$ cat config.mk
export PLATFORM = sky130hd
export DESIGN_NAME = keypad_scanner
export DESIGN_NICKNAME = d
export VERILOG_FILES = /design/src/rtl/keypad_scanner_pkg.sv /design/src/rtl/keypad_scanner_sync2.sv /design/src/rtl/keypad_scanner.sv
export SDC_FILE = /design/constraint.sdc
export NUM_CORES = 1
export LEC_CHECK = 0
export BUFFER_PORTS_ARGS = -buffer_cell sky130_fd_sc_hd__clkbuf_2
export CAP_MARGIN = 25
export CORE_AREA = 10 10 100 102
export CTS_BUF_LIST = sky130_fd_sc_hd__clkbuf_8
export CTS_CLUSTER_SIZE = 14
export DETAILED_ROUTE_END_ITERATION = 10
export DIE_AREA = 0 0 110 112
export PLACE_DENSITY_LB_ADDON = 0.15
export SYNTH_ARGS = -nofsm -noshare
export SYNTH_HDL_FRONTEND = slang
export SYNTH_SLANG_ARGS = --single-unit
export TNS_END_PERCENT = 20
$ cat constraint.sdc
create_clock -name clk -period 2.9 [get_ports clk]
set_input_delay 0.435 -clock clk [delete_from_list [all_inputs] [get_ports clk]]
set_output_delay 0.435 -clock clk [all_outputs]
set_load 0.1 [all_outputs]
$ cat src/rtl/keypad_scanner_pkg.sv
// Shared definitions for the keypad scanner.
// Contents:
//   state_t        - scanner FSM states (SCAN, DEBOUNCE, HELD)
//   key_map        - (row, column) to hex code table for the 4x4 keypad
//   col_drive_n    - active-low one-hot column drive pattern
//   lowest_low_row - index of the lowest-numbered asserted (low) row
package keypad_scanner_pkg;

    typedef enum logic [1:0] {
        SCAN     = 2'd0,
        DEBOUNCE = 2'd1,
        HELD     = 2'd2
    } state_t;

    // Keypad legend, row-major:
    //   r0 = 1 2 3 A
    //   r1 = 4 5 6 B
    //   r2 = 7 8 9 C
    //   r3 = E 0 F D   (E = '*', F = '#')
    function automatic logic [3:0] key_map(input logic [1:0] row, input logic [1:0] col);
        logic [3:0] code;
        case ({row, col})
            4'd0:    code = 4'h1;
            4'd1:    code = 4'h2;
            4'd2:    code = 4'h3;
            4'd3:    code = 4'hA;
            4'd4:    code = 4'h4;
            4'd5:    code = 4'h5;
            4'd6:    code = 4'h6;
            4'd7:    code = 4'hB;
            4'd8:    code = 4'h7;
            4'd9:    code = 4'h8;
            4'd10:   code = 4'h9;
            4'd11:   code = 4'hC;
            4'd12:   code = 4'hE;
            4'd13:   code = 4'h0;
            4'd14:   code = 4'hF;
            default: code = 4'hD;
        endcase
        return code;
    endfunction

    function automatic logic [3:0] col_drive_n(input logic [1:0] col);
        return ~(4'b0001 << col);
    endfunction

    // Lowest-index row wins when several keys in one column are down.
    function automatic logic [1:0] lowest_low_row(input logic [3:0] rows_n);
        logic [1:0] r;
        if (!rows_n[0])      r = 2'd0;
        else if (!rows_n[1]) r = 2'd1;
        else if (!rows_n[2]) r = 2'd2;
        else if (!rows_n[3]) r = 2'd3;
        else                 r = 2'd0;
        return r;
    endfunction

endpackage

$ cat src/rtl/keypad_scanner_sync2.sv
// Two-flop synchronizer for an asynchronous bus.
// Resets to all ones because the keypad rows idle high through pull-ups.
// Ports:
//   clk   - destination clock
//   reset - asynchronous, active-high
//   d     - asynchronous input bus
//   q     - synchronized output bus (two clk of latency)
module sync2 #(
    parameter int unsigned WIDTH = 4
) (
    input  logic             clk,
    input  logic             reset,
    input  logic [WIDTH-1:0] d,
    output logic [WIDTH-1:0] q
);

    logic [WIDTH-1:0] meta;

    always_ff @(posedge clk or posedge reset) begin
        if (reset) begin
            meta <= '1;
            q    <= '1;
        end else begin
            meta <= d;
            q    <= meta;
        end
    end

endmodule

$ cat src/rtl/keypad_scanner.sv
// 4x4 matrix keypad scanner: drives one column low per slot, samples the
// synchronized rows at the end of each slot, debounces a press over
// DEBOUNCE_SCANS consecutive samples and emits the hex code with a one-cycle
// key_valid strobe. The column stays frozen while a key is held so no other
// key can be reported until the release has been debounced.
// Ports:
//   clk       - system clock, rising edge
//   reset     - asynchronous, active-high; clears all state
//   row_n     - keypad rows, active-low, asynchronous to clk
//   col_n     - keypad column drive, active-low one-hot while scanning
//   key_code  - hex code of the last accepted key
//   key_valid - one-cycle pulse when a press is accepted
//   key_held  - high from key_valid until the release is accepted
module keypad_scanner
    import keypad_scanner_pkg::*;
#(
    parameter int unsigned SCAN_DIV       = 4,
    parameter int unsigned DEBOUNCE_SCANS = 3
) (
    input  logic       clk,
    input  logic       reset,
    input  logic [3:0] row_n,
    output logic [3:0] col_n,
    output logic [3:0] key_code,
    output logic       key_valid,
    output logic       key_held
);

    localparam int unsigned SLOT_W = $clog2(SCAN_DIV);
    localparam int unsigned CNT_W  = $clog2(DEBOUNCE_SCANS + 1);

    localparam logic [SLOT_W-1:0] SLOT_LAST = SLOT_W'(SCAN_DIV - 1);
    localparam logic [CNT_W-1:0]  CNT_LAST  = CNT_W'(DEBOUNCE_SCANS - 1);
    localparam logic [CNT_W-1:0]  CNT_MAX   = CNT_W'(DEBOUNCE_SCANS);

    logic [3:0]        row_s;
    logic [SLOT_W-1:0] slot_cnt;
    state_t            state;
    logic [1:0]        col;
    logic [1:0]        cand_row;
    logic [1:0]        cand_col;
    logic [CNT_W-1:0]  deb_cnt;
    logic [CNT_W-1:0]  rel_cnt;

    logic       slot_end;
    logic       any_low;
    logic [1:0] low_row;
    logic [1:0] drive_col;

    sync2 #(.WIDTH(4)) u_row_sync (
        .clk   (clk),
        .reset (reset),
        .d     (row_n),
        .q     (row_s)
    );

    always_comb begin
        slot_end  = (slot_cnt == SLOT_LAST);
        any_low   = (row_s != 4'b1111);
        low_row   = lowest_low_row(row_s);
        drive_col = (state == SCAN) ? col : cand_col;
    end

    // col_n is registered: by default it re-asserts the current drive column,
    // and branches that move to a new column on the sample edge override it so
    // the new column is on the pins for the full next slot.
    always_ff @(posedge clk or posedge reset) begin
        if (reset) begin
            slot_cnt  <= '0;
            state     <= SCAN;
            col       <= '0;
            cand_row  <= '0;
            cand_col  <= '0;
            deb_cnt   <= '0;
            rel_cnt   <= '0;
            col_n     <= 4'b1111;
            key_code  <= 4'h0;
            key_valid <= 1'b0;
            key_held  <= 1'b0;
        end else begin
            key_valid <= 1'b0;
            col_n     <= col_drive_n(drive_col);
            slot_cnt  <= slot_end ? '0 : slot_cnt + 1'b1;

            if (slot_end) begin
                case (state)
                    SCAN: begin
                        if (!any_low) begin
                            col   <= col + 2'd1;
                            col_n <= col_drive_n(col + 2'd1);
                        end else begin
                            cand_row <= low_row;
                            cand_col <= col;
                            if (DEBOUNCE_SCANS == 1) begin
                                key_code  <= key_map(low_row, col);
                                key_valid <= 1'b1;
                                key_held  <= 1'b1;
                                deb_cnt   <= CNT_MAX;
                                rel_cnt   <= '0;
                                state     <= HELD;
                            end else begin
                                deb_cnt <= CNT_W'(1);
                                state   <= DEBOUNCE;
                            end
                        end
                    end

                    DEBOUNCE: begin
                        if (any_low && (low_row == cand_row)) begin
                            if (deb_cnt >= CNT_LAST) begin
                                key_code  <= key_map(cand_row, cand_col);
                                key_valid <= 1'b1;
                                key_held  <= 1'b1;
                                deb_cnt   <= CNT_MAX;
                                rel_cnt   <= '0;
                                state     <= HELD;
                            end else begin
                                deb_cnt <= deb_cnt + 1'b1;
                            end
                        end else begin
                            deb_cnt <= '0;
                            col     <= cand_col + 2'd1;
                            col_n   <= col_drive_n(cand_col + 2'd1);
                            state   <= SCAN;
                        end
                    end

                    HELD: begin
                        if (any_low) begin
                            rel_cnt <= '0;
                        end else if (rel_cnt >= CNT_LAST) begin
                            rel_cnt  <= '0;
                            deb_cnt  <= '0;
                            key_held <= 1'b0;
                            col      <= cand_col + 2'd1;
                            col_n    <= col_drive_n(cand_col + 2'd1);
                            state    <= SCAN;
                        end else begin
                            rel_cnt <= rel_cnt + 1'b1;
                        end
                    end

                    default: begin
                        state <= SCAN;
                    end
                endcase
            end
        end
    end

endmodule

==> load_flow_metrics.sql, run 1 <==
INSERT INTO impl_metrics (metric_group, metric, value, unit) VALUES
('worst_setup_path', 'max_stage_delay', '620', 'ps'),
('grt', 'overflow_left_after_global_routing', '0', ''),
('worst_setup_path', 'crit_path_cell_trace', 'and4_1 -> nand2_4 -> a221oi_2 -> nand2_2 -> o311ai_2', ''),
('placed_design', 'post-place-ws', '879', 'ps'),
('pwr', 'pwr-share-comb', '0.480', ''),
('synthesis', 'synthesis.nets', '189', ''),
('grt', 'first_global_vias', '1306', ''),
('synthesis', 'ys_ff_latch', '32', ''),
('cells_and_area', 'fin_util', '0.265', ''),
('clocking', 'cts.repair_timing.setup_buffer_count', '0', ''),
('worst_setup_path', 'crit_buf_inv', '0', ''),
('synthesis', 'synthesis.instances', '166', ''),
('clocking', 'postCtsResizedCells', '0', ''),
('die', 'initial_utilization', '0.232', ''),
('grt', 'groute.usage.overall', '0.0694', ''),
('worst_setup_path', 'critPathLaunchType', 'register', ''),
('worst_setup_path', 'crit_type', 'reg -> reg', ''),
('synthesis', 'synth_top_flop_cell', 'dfrtp_1', ''),
('die', 'core.rowCount', '33', ''),
('cells_and_area', 'areaGrowthSynthToFinish', '14.3', '%'),
('die', 'core', '8050', 'um^2'),
('pwr', 'worst_ir_drop_vdd', '0.000280', 'V'),
('cells_and_area', 'post_route_cells_drive_above_1_share', '0.306', ''),
('timing', 'finalHoldViolations', '0', ''),
('clocking', 'h-tree-depth', '2', ''),
('cells_and_area', 'fillers', '864', ''),
('timing', 'clock-skew-final', '6.26', 'ps'),
('timing', 'slew_headroom', '0.640', ''),
('clocking', 'ctsRootBufferMaster', 'clkbuf_8', ''),
('placed_design', 'detailed_place.area', '2040', 'um^2'),
('worst_hold_path', 'hold_path.class', 'in -> async', ''),
('synthesis', 'synth.avg_cell_area', '11.3', 'um^2'),
('die', 'i_o_pin_cnt', '16', ''),
('pwr', 'power_frac_clock', '0.175', ''),
('worst_setup_path', 'worstPathMaxFanout', '9', ''),
('synthesis', 'number_of_flops_mapped_to_enable_cells_by_yosys', '0', ''),
('run_status', 'status', 'complete, no violations', ''),
('clocking', 'clk_latency', '290', 'ps'),
('pwr', 'switching_power', '1.06', 'mW'),
('die', 'fp.dieArea', '12300', 'um^2'),
('pwr', 'cellLeakagePower', '0.950', 'nW'),
('timing', 'layout_setup_ws', '876', 'ps'),
('drt', 'firstDrtPassIters', '4', ''),
('timing', 'finalCritPeriodShare', '0.698', ''),
('timing', 'layout_min_cycle_time', '2020', 'ps'),
('drt', 'routed_wirelength', '4080', 'um'),
('drt', 'route.detailed.drc', '0', ''),
('clocking', 'cts.sink_count', '32', ''),
('cells_and_area', 'insertedDiodeCount', '0', ''),
('placed_design', 'number_of_buffers_inserted_by_port_buffering', '15', ''),
('worst_setup_path', 'critical_path.startpoint', 'u_row_sync.q[0]$_DFF_PP1_', ''),
('drt', 'num_vias', '1268', ''),
('timing', 'max_freq', '0.494', 'GHz'),
('grt', 'grt_start_max_net_pins', '33', ''),
('grt', 'grt_antenna_before_repair', '0', ''),
('worst_setup_path', 'r2r_setup_slack', '880', 'ps'),
('drt', 'routed_wire_length_per_instance', '14.2', 'um'),
('timing', 'final_max_slew_viol_count', '0', ''),
('clocking', 'clkSlewWorstSetupHoldPaths', '80', 'ps'),
('synthesis', 'yosys_warnings', '0', ''),
('worst_setup_path', 'timing.rr.start', 'u_row_sync.q[0]$_DFF_PP1_', ''),
('clocking', 'tritoncts', 'yes', ''),
('synthesis', 'post_synth_num_cell_types', '48', ''),
('worst_setup_path', 'worstSetupEndpointType', 'register', ''),
('worst_setup_path', 'required', '3090', 'ps'),
('worst_setup_path', 'critical-path-top-delay-family', 'simple AND/OR/NAND/NOR gates', ''),
('run', 'cap_violations', '0', ''),
('placed_design', 'post-dp-hpwl', '2920', 'um'),
('placed_design', 'place_congestion', '0.734', ''),
('cells_and_area', 'final_nets', '205', ''),
('die', 'die_height', '112', 'um');
cell type report:
| class | count | area share |
|---|---|---|
| Inverter | 12 | 0.0211 |
| Sequential cell | 32 | 0.382 |
| Clock inverter | 2 | 0.00703 |
| Tap cell | 105 | 0.0615 |
| Multi-Input combinational cell | 115 | 0.451 |
| Clock buffer | 6 | 0.0387 |
| Timing Repair Buffer | 16 | 0.0387 |
state kept, by name, summed over array words and instances, names as in the netlist:
register and count:
cand_col 2, cand_row 2, col 2, col_n 4, deb_cnt 2, key_code 4, key_held 1, key_valid 1
rel_cnt 2, slot_cnt 2, state 2, u_row_sync.meta 4, u_row_sync.q 4
synth_stat cells (4+ instances only):
cell type | n | area share
nand2_1 | 13 | 0.026
dfrtp_1 | 20 | 0.27
inv_1 | 12 | 0.024
mux2_4 | 4 | 0.032
nor2_1 | 6 | 0.012
a21oi_1 | 7 | 0.019
ha_1 | 17 | 0.11
o22ai_1 | 4 | 0.013
a22o_1 | 4 | 0.019
o21ai_0 | 7 | 0.019
mux2i_1 | 4 | 0.021
dfstp_2 | 12 | 0.17
how the worst max path moves through the flow:
stage | end | cells past startpoint
global placement | col[0]$_DFFE_PP0P_ | 5
global route | col[0]$_DFFE_PP0P_ | 5
detailed placement | col[0]$_DFFE_PP0P_ | 5
finish | col[0]$_DFFE_PP0P_ | 5
floorplan | state[0]$_DFFE_PP0P_ | 7
CTS | col[0]$_DFFE_PP0P_ | 5
worst register-to-register path: cells and delay by family, from the launching register on:
kind,cells,cell delay (ps)
compound gates,2,550
flops,1,620
simple gates,3,760
layout by cell type, fill, tap and decap left out, drive strengths merged, types with 6 or more instances in the layout:
cell type | netlist | routed
o21ai | 12 | 12
dfrtp | 20 | 20
clkbuf | 4 | 21
dfstp | 12 | 12
ha | 17 | 17
a21oi | 8 | 8
nand2 | 15 | 15
mux2 | 7 | 7
inv | 12 | 12
nor2 | 6 | 6
per-layer routing:
layer  track usage  up-vias  wire (um)
met3        0.0202        6        187
met5             0        -          0
met4        0.0313        0         61
met2         0.101       24       1800
li1              -      635          -
met1        0.0919      603       2030
power groups by stage:
stage	clock (mW)	sequential, mW	combinational (mW)
after floorplan	0	0.999	0.591
after global placement	0	0.752	1.05
after detailed placement	0	0.750	1.04
after CTS	0.397	0.743	1.05
after global routing	0.417	0.767	1.14
final	0.378	0.743	1.04
kinds of logic (layout without fill, tap and decap cells):
kind of cell,count (synthesis),count (layout),synth area share
buffers and inverters,19,36,0.0475
AOI/OAI and AO/OA,48,48,0.213
muxes,11,11,0.0717
DFF,32,32,0.437
adders and majority gates,17,17,0.114
and+or+nand+nor,39,39,0.117
through the flow:
stage	instances	power, mW
2_1_floorplan	166	1.59
3_3_place_gp	280	1.80
3_5_place_dp	280	1.80
4_1_cts	288	2.19
5_1_grt	288	2.32
6_report	288	2.16
Note: power is estimated with default switching activity, not from simulation.
==> inputs of run 2 (changes only) <==
ABC_AREA = 1   (was default)
CORE_AREA = 10 10 97 99   (was 10 10 100 102)
DIE_AREA = 0 0 107 109   (was 0 0 110 112)
clock period = 1.7 ns   (was 2.9 ns; I/O delays follow)
==> run 2 against run 1 <==
Compared with the run above: clock-buffer cell count fell by 1; worst hold slack got worse by 170 ps; design area rose by 0.94%; clock skew fell by 2.6 ps; via count up 3.0%; synthesized cell count rose by 22%; synthesized area shrank 5.8%; sequential cell count unchanged; die area shrank 5.3%; combinational power rose by 77%; final cell count increased by 17%; critical endpoint is now key_held$_DFFE_PP0P_.
==> load_flow_metrics.sql, run 2 <==
INSERT INTO impl_metrics (metric_group, metric, value, unit) VALUES
('synthesis', 'yosysTopAreaCell', 'dfrtp_1', ''),
('timing', 'clock-skew-final', '3.69', 'ps'),
('worst_setup_path', 'critPathLaunchType', 'register', ''),
('clocking', 'cts_inserted_buffers', '5', ''),
('timing', 'rsz0062_at_grt', 'no', ''),
('pwr', 'seqPwrFrac', '0.306', ''),
('placed_design', 'placed_instances', '328', ''),
('worst_setup_path', 'worstSetupEndpointType', 'register', ''),
('grt', 'grt_antenna_before_repair', '0', ''),
('worst_setup_path', 'worstPathMaxFanout', '6', ''),
('timing', 'finalHoldViolations', '0', ''),
('die', 'dieWidth', '107', 'um'),
('worst_setup_path', 'r2r_setup_slack', '140', 'ps'),
('cells_and_area', 'post_route_cells_drive_above_1_share', '0.285', ''),
('synthesis', 'ys_ff_latch', '32', ''),
('timing', 'final_max_slew_viol_count', '0', ''),
('worst_setup_path', 'crit_type', 'reg -> reg', ''),
('grt', 'grt_start_max_net_pins', '33', ''),
('timing', 'layout_min_cycle_time', '1560', 'ps'),
('pwr', 'switching_power', '1.75', 'mW'),
('clocking', 'post_cts_hold_buffer_count', '0', ''),
('clocking', 'h-tree-depth', '2', ''),
('worst_setup_path', 'worst_r2r_path_depth', '8', ''),
('pwr', 'cellPowerDensity', '1720', 'nW/um^2'),
('placed_design', 'number_of_buffers_inserted_by_port_buffering', '15', ''),
('pwr', 'pwr-share-comb', '0.498', ''),
('cells_and_area', 'layout.cells.most_common_list', 'nand2_1, inv_1, dfrtp_1, o21ai_0, ha_1', ''),
('die', 'fp.dieArea', '11700', 'um^2'),
('pwr', 'power_switching_share', '0.473', ''),
('drt', 'routed_wire_length_per_instance', '10.7', 'um'),
('cells_and_area', 'fin_util', '0.286', ''),
('worst_setup_path', 'critical_path_arrival', '1750', 'ps'),
('die', 'die_height', '109', 'um'),
('clocking', 'clkSlewWorstSetupHoldPaths', '70', 'ps'),
('cells_and_area', 'final_cell_area', '2160', 'um^2'),
('worst_setup_path', 'r2r_end', 'key_held$_DFFE_PP0P_', ''),
('synthesis', 'synth_top_cell_area_share', '0.284', ''),
('worst_setup_path', 'timing.rr.start', 'state[0]$_DFFE_PP0P_', ''),
('drt', 'vias_per_cell', '3.88', ''),
('drt', 'routed_wirelength', '3620', 'um'),
('pwr', 'report.power.total', '3.71', 'mW'),
('synthesis', 'synth_top_flop_cell', 'dfrtp_1', ''),
('run', 'cap_violations', '0', ''),
('drt', 'firstDrtPassIters', '4', ''),
('drt', 'drt_first_iter_violations', '34', ''),
('clocking', 'tritoncts', 'yes', ''),
('die', 'core.rowCount', '32', ''),
('synthesis', 'post_synth_num_cell_types', '26', ''),
('die', 'core', '7530', 'um^2'),
('grt', 'groute.usage.overall', '0.0692', ''),
('synthesis', 'synth_commonest_cells', 'nand2_1, inv_1, dfrtp_1, o21ai_0, ha_1', ''),
('timing', 'tns', '0', 'ps'),
('worst_setup_path', 'critical_path.startpoint', 'state[0]$_DFFE_PP0P_', ''),
('synthesis', 'synth_sequential_area_ratio', '0.464', ''),
('synthesis', 'synthesis.instances', '202', ''),
('synthesis', 'yosys_warnings', '0', ''),
('run_status', 'status', 'complete, no violations', ''),
('cells_and_area', 'finalNonFillerCells', '337', ''),
('synthesis', 'ys_async_sr_fraction', '1.00', ''),
('grt', 'overflow_left_after_global_routing', '0', ''),
('drt', 'route.detailed.drc', '0', ''),
('clocking', 'ctsRootBufferMaster', 'clkbuf_8', ''),
('synthesis', 'synth.avg_cell_area', '8.71', 'um^2'),
('placed_design', 'detailed_place.area', '2030', 'um^2'),
('drt', 'num_vias', '1306', ''),
('synthesis', 'synth_top_cells_by_area', 'dfrtp_1, dfstp_2, ha_1', ''),
('placed_design', 'place_congestion', '0.783', ''),
('pwr', 'power_frac_clock', '0.196', ''),
('worst_setup_path', 'required', '1880', 'ps'),
('timing', 'slew_headroom', '0.638', ''),
('die', 'initial_utilization', '0.234', ''),
('pwr', 'cellLeakagePower', '1.03', 'nW'),
('timing', 'setup-violations-final', '0', ''),
('timing', 'max_freq', '0.639', 'GHz'),
('cells_and_area', 'final_nets', '257', ''),
('grt', 'wire_length_of_the_first_global_routing_pass', '6400', 'um'),
('pwr', 'worst_ir_drop_vdd', '0.000597', 'V'),
('cells_and_area', 'leading_cell_type_in_the_layout_fill_and_taps_excluded', 'nand2_1', ''),
('synthesis', 'yosys.cell_count.top_type', 'nand2_1', ''),
('clocking', 'clock_tree.buffer_depth', '2', ''),
('synthesis', 'synthesis.nets', '225', ''),
('cells_and_area', 'areaGrowthSynthToFinish', '22.5', '%'),
('worst_hold_path', 'hold_path.class', 'in -> async', ''),
('timing', 'tightest_slew', '545', 'ps'),
('synthesis', 'number_of_flops_mapped_to_enable_cells_by_yosys', '0', ''),
('clocking', 'cts.sink_count', '32', ''),
('timing', 'finalCritPeriodShare', '0.920', ''),
('clocking', 'clk_latency', '280', 'ps'),
('pwr', 'cell_internal_power', '1.95', 'mW'),
('grt', 'first_global_vias', '1373', ''),
('cells_and_area', 'insertedDiodeCount', '0', ''),
('die', 'i_o_pin_cnt', '16', ''),
('placed_design', 'post-dp-hpwl', '2860', 'um'),
('synthesis', 'post_synth_instance_area', '1760', 'um^2'),
('drt', 'detail-route-antenna-nets', '0', '');
[run 2: per-stage QoR]
step	hold slack (ps)	worst slack, ps
after CTS	33.2	8.41
after global placement	342	46.5
final	28.6	135
after global routing	28.7	1.34
after detailed placement	344	23.3
after floorplan	259	174
[run 2: per-layer routing]
metal	track usage	wire (um)	vias to the layer above
li1	-	-	702
met1	0.0778	1640	581
met2	0.118	1770	16
met3	0.0236	144	7
met4	0.0290	64	0
met5	0	0	-
[run 2: kinds of logic (layout without fill, tap and decap cells)]
family	Yosys count	after routing	share of synthesized area
buffers and inverters	29	62	0.0619
DFF	32	32	0.464
AOI/OAI and AO/OA	36	36	0.110
adders and majority gates	17	17	0.121
and+or+nand+nor	87	87	0.238
muxes	1	1	0.00569
[run 2: worst max-delay path by stage]
| stage | endpoint |
|---|---|
| 2_1_floorplan | key_held$_DFFE_PP0P_ |
| 3_3_place_gp | key_held$_DFFE_PP0P_ |
| 3_5_place_dp | key_held$_DFFE_PP0P_ |
| 4_1_cts | key_held$_DFFE_PP0P_ |
| 5_1_grt | key_held$_DFFE_PP0P_ |
| 6_report | key_held$_DFFE_PP0P_ |
[run 2: repair_timing]
action | 4_1_cts | 5_1_grt
setup endpoints to repair | 0 | 8
buffers inserted | 0 | 1
gates resized for setup | 0 | 5
[run 2: area by class of cell]
class | instances | area [um^2]
Clock buffer | 5 | 68.8
Clock inverter | 3 | 42.5
Fill cell | 849 | 5370
Inverter | 29 | 109
Multi-Input combinational cell | 141 | 842
Sequential cell | 32 | 816
Tap cell | 102 | 128
Timing Repair Buffer | 25 | 150
[run 2: worst max-delay path, cell delays in order, from the launching register on]
cell and delay [ps]:
dfrtp_1 370, inv_1 100, ha_1 310, inv_1 70, nor3_2 160, nand2_2 110
or2_1 230, nand2_1 70, inv_1 30
[run 2: power by group through the flow]
stage | logic [mW] | clock network, mW | registers (mW)
6_report | 1.84 | 0.726 | 1.14
5_1_grt | 2.10 | 0.792 | 1.16
4_1_cts | 1.86 | 0.762 | 1.14
3_5_place_dp | 1.85 | 0 | 1.15
3_3_place_gp | 1.87 | 0 | 1.15
2_1_floorplan | 0.872 | 0 | 1.69
